===== src/rtl/snes_pkg.sv =====
// ============================================================================
// Module : snes_pkg
// Types and the fixed-priority picker shared by the SNES source arbiter.
// Rev    : 1.0  initial release
// ============================================================================
`default_nettype none

package snes_pkg;

  typedef enum logic [1:0] {
    SRC_KBD  = 2'b00,
    SRC_BTN  = 2'b01,
    SRC_IR   = 2'b10,
    SRC_NONE = 2'b11
  } src_e;

  typedef enum logic {
    ARB_IDLE,
    ARB_OWNED
  } arb_state_e;

  localparam int SNES_DATA_W = 16;

  // act bit order: [0]=keyboard, [1]=button, [2]=IR; keyboard wins
  function automatic src_e prio_pick(input logic [2:0] act);
    if (act[0])      return SRC_KBD;
    else if (act[1]) return SRC_BTN;
    else if (act[2]) return SRC_IR;
    else             return SRC_NONE;
  endfunction

endpackage

`default_nettype wire


===== src/rtl/snes_hold_timer.sv =====
// ============================================================================
// Module : snes_hold_timer
// Reloadable idle counter; saturates at zero and flags expiry when empty.
// Rev    : 1.0  initial release
// ============================================================================
`default_nettype none

module snes_hold_timer #(
  parameter int HOLD_CYCLES = 600000
) (
  input  logic clk,
  input  logic reset,
  input  logic reload,
  output logic expired
);

  localparam int CNT_W = $clog2(HOLD_CYCLES + 1);

  logic [CNT_W-1:0] count;

  always_ff @(posedge clk) begin
    if (reset) begin
      count <= '0;
    end else if (reload) begin
      count <= CNT_W'(HOLD_CYCLES);
    end else if (count != '0) begin
      count <= count - CNT_W'(1);
    end
  end

  assign expired = (count == '0);

endmodule

`default_nettype wire


===== src/rtl/snes_source_arbiter.sv =====
// ============================================================================
// Module : snes_source_arbiter
// Chooses which input source drives the SNES data mux; ownership moves only
// on a console latch pulse. Optional macro SNES_ARB_PREEMPT_EN enables
// higher-priority preemption at a latch.
// Rev    : 1.0  initial release
// ============================================================================
`default_nettype none

module snes_source_arbiter
  import snes_pkg::*;
#(
  parameter int DATA_W      = SNES_DATA_W,
  parameter int HOLD_CYCLES = 600000
) (
  input  logic              clk,
  input  logic              reset,
  input  logic [DATA_W-1:0] keyboard_data,
  input  logic [DATA_W-1:0] button_data,
  input  logic [DATA_W-1:0] ir_data,
  input  logic              snes_latch,
  output logic [1:0]        sel,
  output logic              busy,
  output logic              owner_change
);

  arb_state_e state;
  src_e       sel_q;
  src_e       sel_d;
  logic [2:0] act;
  src_e       best;
  logic       owner_act;
  logic       preempt;
  logic       handover;
  logic       reload;
  logic       expired;

  always_comb begin
    act       = {|ir_data, |button_data, |keyboard_data};
    best      = prio_pick(act);
    owner_act = 1'b0;
    if (state == ARB_OWNED) begin
      case (sel_q)
        SRC_KBD: owner_act = act[0];
        SRC_BTN: owner_act = act[1];
        SRC_IR:  owner_act = act[2];
        default: owner_act = 1'b0;
      endcase
    end
`ifdef SNES_ARB_PREEMPT_EN
    // encoding order equals priority order, so a smaller code outranks the owner
    preempt = snes_latch && (state == ARB_OWNED) && (best != SRC_NONE) && (best < sel_q);
`else
    preempt = 1'b0;
`endif
    handover = snes_latch && (state == ARB_OWNED) && (preempt || expired);
    reload   = owner_act
             || (snes_latch && (state == ARB_IDLE) && (best != SRC_NONE))
             || (handover && (best != SRC_NONE));
  end

  snes_hold_timer #(
    .HOLD_CYCLES(HOLD_CYCLES)
  ) u_hold_timer (
    .clk    (clk),
    .reset  (reset),
    .reload (reload),
    .expired(expired)
  );

  always_ff @(posedge clk) begin
    if (reset) begin
      state        <= ARB_IDLE;
      sel_q        <= SRC_NONE;
      sel_d        <= SRC_NONE;
      busy         <= 1'b0;
      owner_change <= 1'b0;
    end else begin
      sel_d        <= sel_q;
      owner_change <= (sel_q != sel_d);
      case (state)
        ARB_IDLE: begin
          if (snes_latch && (best != SRC_NONE)) begin
            sel_q <= best;
            busy  <= 1'b1;
            state <= ARB_OWNED;
          end
        end
        ARB_OWNED: begin
          if (handover) begin
            if (best != SRC_NONE) begin
              sel_q <= best;
            end else begin
              sel_q <= SRC_NONE;
              busy  <= 1'b0;
              state <= ARB_IDLE;
            end
          end
        end
        default: begin
          state <= ARB_IDLE;
          sel_q <= SRC_NONE;
          busy  <= 1'b0;
        end
      endcase
    end
  end

  assign sel = sel_q;

endmodule

`default_nettype wire


===== config.mk =====
export PLATFORM = sky130hd
export DESIGN_NAME = snes_source_arbiter
export DESIGN_NICKNAME = d
export VERILOG_FILES = /design/src/rtl/snes_pkg.sv /design/src/rtl/snes_hold_timer.sv /design/src/rtl/snes_source_arbiter.sv
export SDC_FILE = /design/constraint.sdc
export NUM_CORES = 1
export LEC_CHECK = 0
export BUFFER_PORTS_ARGS = -buffer_cell sky130_fd_sc_hd__buf_2
export CAP_MARGIN = 20
export CORE_MARGIN = 5
export CORE_UTILIZATION = 40
export CTS_CLUSTER_DIAMETER = 30
export CTS_CLUSTER_SIZE = 12
export DETAILED_ROUTE_END_ITERATION = 6
export GPL_TIMING_DRIVEN = 0
export HOLD_SLACK_MARGIN = 0.12
export PLACE_DENSITY = 0.67
export SKIP_CTS_REPAIR_TIMING = 1
export SLEW_MARGIN = 0
export SYNTH_ARGS = -nofsm -noshare
export SYNTH_HDL_FRONTEND = slang
export SYNTH_SLANG_ARGS = --single-unit

===== constraint.sdc =====
create_clock -name clk -period 7.03 [get_ports clk]
set_clock_uncertainty 0.15 [all_clocks]
set_input_delay 0.703 -clock clk [delete_from_list [all_inputs] [get_ports clk]]
set_output_delay 0.703 -clock clk [all_outputs]
set_load 0.005 [all_outputs]

Yosys cells after proc, flatten, opt, wreduce, memory -nomap -nowiden
Cells that the tools add are included.

cells by class
  add/subtract/negate cells = 1
  eq/ne operators = 7
  muxes and demuxes = 19
  bitwise operators = 1
  reductions and logical operators = 18

operator list
  cell                     count
  $reduce_or A16 Y1        3
  $mux W20                 2
  $logic_not A20 Y1        1
  $reduce_bool A20 Y1      1
  $sub A20 B1 Y20 const B  1
  $mux W2                  5
  $mux W1                  8
  $logic_and A1 B1 Y1      6
  $ne A2 B1 Y1 const B     2
  $ne A2 B2 Y1 const B     2
  $pmux W1 S2              2
  $pmux W2 S2              1
  $pmux W1 S3              1
  $reduce_and A3 Y1        1
  $eq A2 B1 Y1 const B     1
  $eq A2 B2 Y1 const B     1
  $logic_not A2 Y1         1
  $logic_or A1 B1 Y1       2
  $ne A2 B2 Y1             1
  $reduce_and A2 Y1        1
  $reduce_bool A2 Y1       1
  $reduce_or A2 Y1         1
  $not A1 Y1               1

word-level totals
  register bits after elaboration = 27
  bits of input ports = 51
  output and inout port bits = 4
  logic and storage cells = 53

Depth between registers and ports, before layout
  depth after elaboration = 9
  depth in mapped cells = 8
  depth with buffers taken out = 7

Modules after synthesis
From an unflattened synthesis, not the netlist that was laid out.

second synthesis, totals
  cell total of the unflattened synthesis = 188
  area total of the unflattened synthesis = 1667.8 um2

modules (own cells, without submodules)
  module               instances  cells each  area each (um2)  sequential area each (um2)
  snes_hold_timer      1          137         1154.9           400.4
  snes_source_arbiter  1          51          513.0            140.1

Worst setup path before layout
OpenSTA, ideal clock, no wires.

  kind = input to register
  start = in button_data[10]
  end = reg u_hold_timer.count[17]
  library setup time = 72 ps
  arrival = 2261 ps
  required time = 6808 ps
  setup slack = 4546 ps
  stages = 6
  buffers on the path = 1
  path through = nor4_1 > nand4_1 > or3_4 > a2111o_1 > buf_6 > nor3b_2

on the way
  word-level cells in the longest chain between the ends = 8
  elaborated cells between the ends (all ways) = 11
  those cells by class = eq/ne (1); mux (4); reduce/logical (6)

RTL lines
  what                          RTL line                                              text
  start: declaration            snes_source_arbiter.sv:19                             input logic [DATA_W-1:0] button_data,
  $reduce_or A16 Y1 *           snes_source_arbiter.sv:39                             act = {|ir_data, |button_data, |keyboard_data};
  $mux W2                       snes_pkg.sv:27                                        else if (act[1]) return SRC_BTN;
  $mux W2                       snes_pkg.sv:26                                        if (act[0]) return SRC_KBD;
  $ne A2 B2 Y1                  snes_source_arbiter.sv:58, snes_source_arbiter.sv:59
  $logic_and A1 B1 Y1           snes_source_arbiter.sv:58                             || (snes_latch && (state == ARB_IDLE) && (best != SRC_NONE))
  $logic_or A1 B1 Y1            snes_source_arbiter.sv:58
  $logic_or A1 B1 Y1 *          snes_source_arbiter.sv:59                             || (handover && (best != SRC_NONE));
  $reduce_or A2 Y1 (no line) *  -
  end signal: assignment        snes_hold_timer.sv:25                                 count <= CNT_W'(HOLD_CYCLES);
  end signal: assignment        snes_hold_timer.sv:27                                 count <= count - CNT_W'(1);
  end: declaration              snes_hold_timer.sv:19                                 logic [CNT_W-1:0] count;

Every way passes the cells marked *; elsewhere a longest branch is shown, timed or not.
A chain may end at the register's enable or synchronous reset.

Worst setup path after layout
  start = reg u_hold_timer.count[0]
  end = reg sel_q[0], in the netlist sel[0]

on the way
  word-level cells in the longest chain between the ends = 4

RTL lines
  what                         RTL line                   text
  $logic_not A20 Y1            snes_hold_timer.sv:31      assign expired = (count == '0);
  $logic_and A1 B1 Y1          snes_source_arbiter.sv:56  handover = snes_latch && (state == ARB_OWNED) && (preempt || expired);
  $ne A2 B1 Y1 (no line)       -
  $reduce_and A2 Y1 (no line)  -
  end signal: assignment       snes_source_arbiter.sv:84  sel_q <= best;
  end signal: assignment       snes_source_arbiter.sv:92  sel_q <= best;
  end: declaration             snes_source_arbiter.sv:28  src_e sel_q;

Every way passes these cells.

==> run metrics <==
# DRC 0; row count 21; R2R Setup Slk around 4.5 ns; Final Cycle Share 36.1%; Mapped Nets about 220; via count 1400; switching power 145 uW; Period minus WS final about 2.5 ns; Max VDD drop 0.000160 V; initial antenna violation count 0; Antenna Nets Post-Route 0; Final setup viols 0; fraction of layout cells with a size suffix above 1 between 30% and 40%; Placeable Area 0.00342 sq mm; H-tree depth 1; Num CTS Buffers 3; hold crit path type reg2reg; Async S/R FF share, synth 0%; Layout fillers 335; #FFs+latches synth 27; Fin. Hold Viols 0; Clk pin slew, worst setup/hold paths between 0.1 and 0.15 ns; max frequency 394 MHz; utilization after layout between 50% and 60%; Critical Path Start Type flip-flop; Vias/cell between 5 and 6; WS Path Type reg2reg; Commonest cells post-synth dfxtp_1, nor2_1, xnor2_1; Switching Share 35.6%; Post-Layout Inst Area 0.00180 sq mm; initial DRC count 43; P_leak roughly 0.00070 uW; Chip Width 70.1 um; clock power share between 10% and 20%; Pwr Density 227 mW/mm^2; most common cell in the netlist dfxtp_1; sequential-to-total area share from yosys stat about 37%; # IOs between 50 and 60; Clock Latency Late Sink between 0.3 and 0.4 ns; TritonCTS clock tree built; Slew Limit Fails 0; # diodes 0; top cell type's share of synthesized area 37.4%; CP max-delay cell or4b_2; Slew @ Worst Pin 0.596 ns; Synth Warn # 0; first-pass GRT wire length 6.20 mm; met1 Use GR 19.9%; Syn Inst Count 164; Initial DRT Pass Iterations 4; Nets 276; RSZ-0062 raised after global routing no; status finished clean; critical path required time 7.09 ns; Post-Syn Area 0.00145 sq mm; full die area 0.00491 sq mm; Longest Clk Path Bufs 2; crit end category flip-flop; port buffer count 54; TNS Setup 0 ns; hold_ws 0.346 ns; DP Area 0.00177 sq mm; EDFF count, synth 0; Die H 70.1 um; met2 Usage GRT between 20% and 30%; worst-path fanout max 10; syn_area_per_cell 8.81 sq um; CP peak stage delay 0.65 ns; synth top area cells dfxtp_1, xnor2_1, nor4_1, nor2_1, a21oi_1; Area growth, synth to finish 24.5%; Worst Path Buf+Inv 2; final wirelength 3.62 mm; Yosys cell types between 40 and 50; RD Place Congestion 0.822; routed len/inst 13.5 um; Slew headroom 60.2%; Clock Tree Root clkbuf_4; Initial Utilization 42.3%; CP arrival about 2.6 ns; placed wire-length estimate 2.83 mm; Logic pwr share 35.8%; clk sinks 27; Total Routing Usage GR 15.0%; CP Cell Sequence inv_1 > ha_1 > or4b_2 > nor4_4 > buf_4 > a31oi_1 > o21ai_0 > o211ai_1; GR met3 Demand/Resource under 10%; P_int 263 uW; GRT overflow 0; largest net degree at the start of global routing 15; sequential power share 48.2%; grt peak-use layer met2; Top FF cell, synth dfxtp_1; Worst path top cell family by delay simple AND/OR/NAND/NOR gates; area leader, netlist dfxtp_1; vias in the first global route 1377; max_cap viols 0
[routing by layer]
metal  part of all wire (%)  routed length, um
met1                     48               1740
met3                    4.7                169
met5                      0                  0
met2                     47               1690
met4                   0.50                 18
[stage by stage]
step	worst slack [ns]	cells	power, uW
finish	4.49	268	409
global route	4.33	268	440
CTS	4.47	268	412
detailed placement	4.20	264	345
global placement	4.15	264	344
floorplan	4.55	164	303
[flip-flops by register name, indices dropped and copies added, names as in the netlist]
register and count:
sel_d 2, owner_change 1, state 1, busy 1, u_hold_timer.count 20, sel 2
[cell type report]
type | count | area [sq um] | share of cell area (%)
repair buffers | 54 | 270 | 15.0
multi-input cells | 127 | 856 | 47.6
inverters | 7 | 26.3 | 1.46
well taps | 46 | 57.6 | 3.20
clock buffers | 4 | 26.3 | 1.46
flip-flops and latches | 27 | 541 | 30.0
plain buffers | 3 | 22.5 | 1.25
[path summary, 6_finish.rpt]
check | startpoint | endpoint | cells after the start
worst max-delay path | u_hold_timer.count[0] | sel[0] | 8
worst min-delay path | u_hold_timer.count[11] | u_hold_timer.count[11] | 2
worst max register to register | u_hold_timer.count[0] | sel[0] | 8
worst min register to register | u_hold_timer.count[11] | u_hold_timer.count[11] | 2
[cell families (layout without fill, tap and decap cells)]
| family | count (synthesis) | in the layout | share of synthesized area [%] |
|---|---|---|---|
| compound gates | 38 | 38 | 17.5 |
| xor+xnor | 17 | 17 | 10.3 |
| fa+ha+maj | 2 | 2 | 1.73 |
| buf+inv | 10 | 68 | 3.38 |
| flops | 27 | 27 | 37.4 |
| simple gates | 70 | 70 | 29.7 |
[cells in the final DEF, fill, tap and decap left out, drive strengths merged, types with 3 or more instances in the layout]
master	Yosys	routed
nor3b	3	3
clkbuf	1	5
nand4	3	3
nor3	7	7
or2	3	3
or3	3	3
a21oi	12	12
xnor2	17	17
nor4	17	17
a211oi	4	4
nor2	22	22
inv	7	7
or4	3	3
a31oi	4	4
nand2	3	3
dfxtp	27	27
buf	2	56
o21ai	6	6
[worst register-to-register path, cell delays in order, from the launching register on]
cell and delay, ns:
dfxtp_1 0.38, inv_1 0.10, ha_1 0.17, or4b_2 0.65
nor4_4 0.28, buf_4 0.25, a31oi_1 0.13, o21ai_0 0.22
o211ai_1 0.12
[power groups by stage]
stage	clock, uW	combinational, uW	sequential [uW]
detailed placement	0	145	200
CTS	68.7	146	197
global placement	0	144	200
global route	75.3	165	201
finish	65.4	146	197
floorplan	0	108	196
No activity file was read; power rests on OpenSTA's default activity.
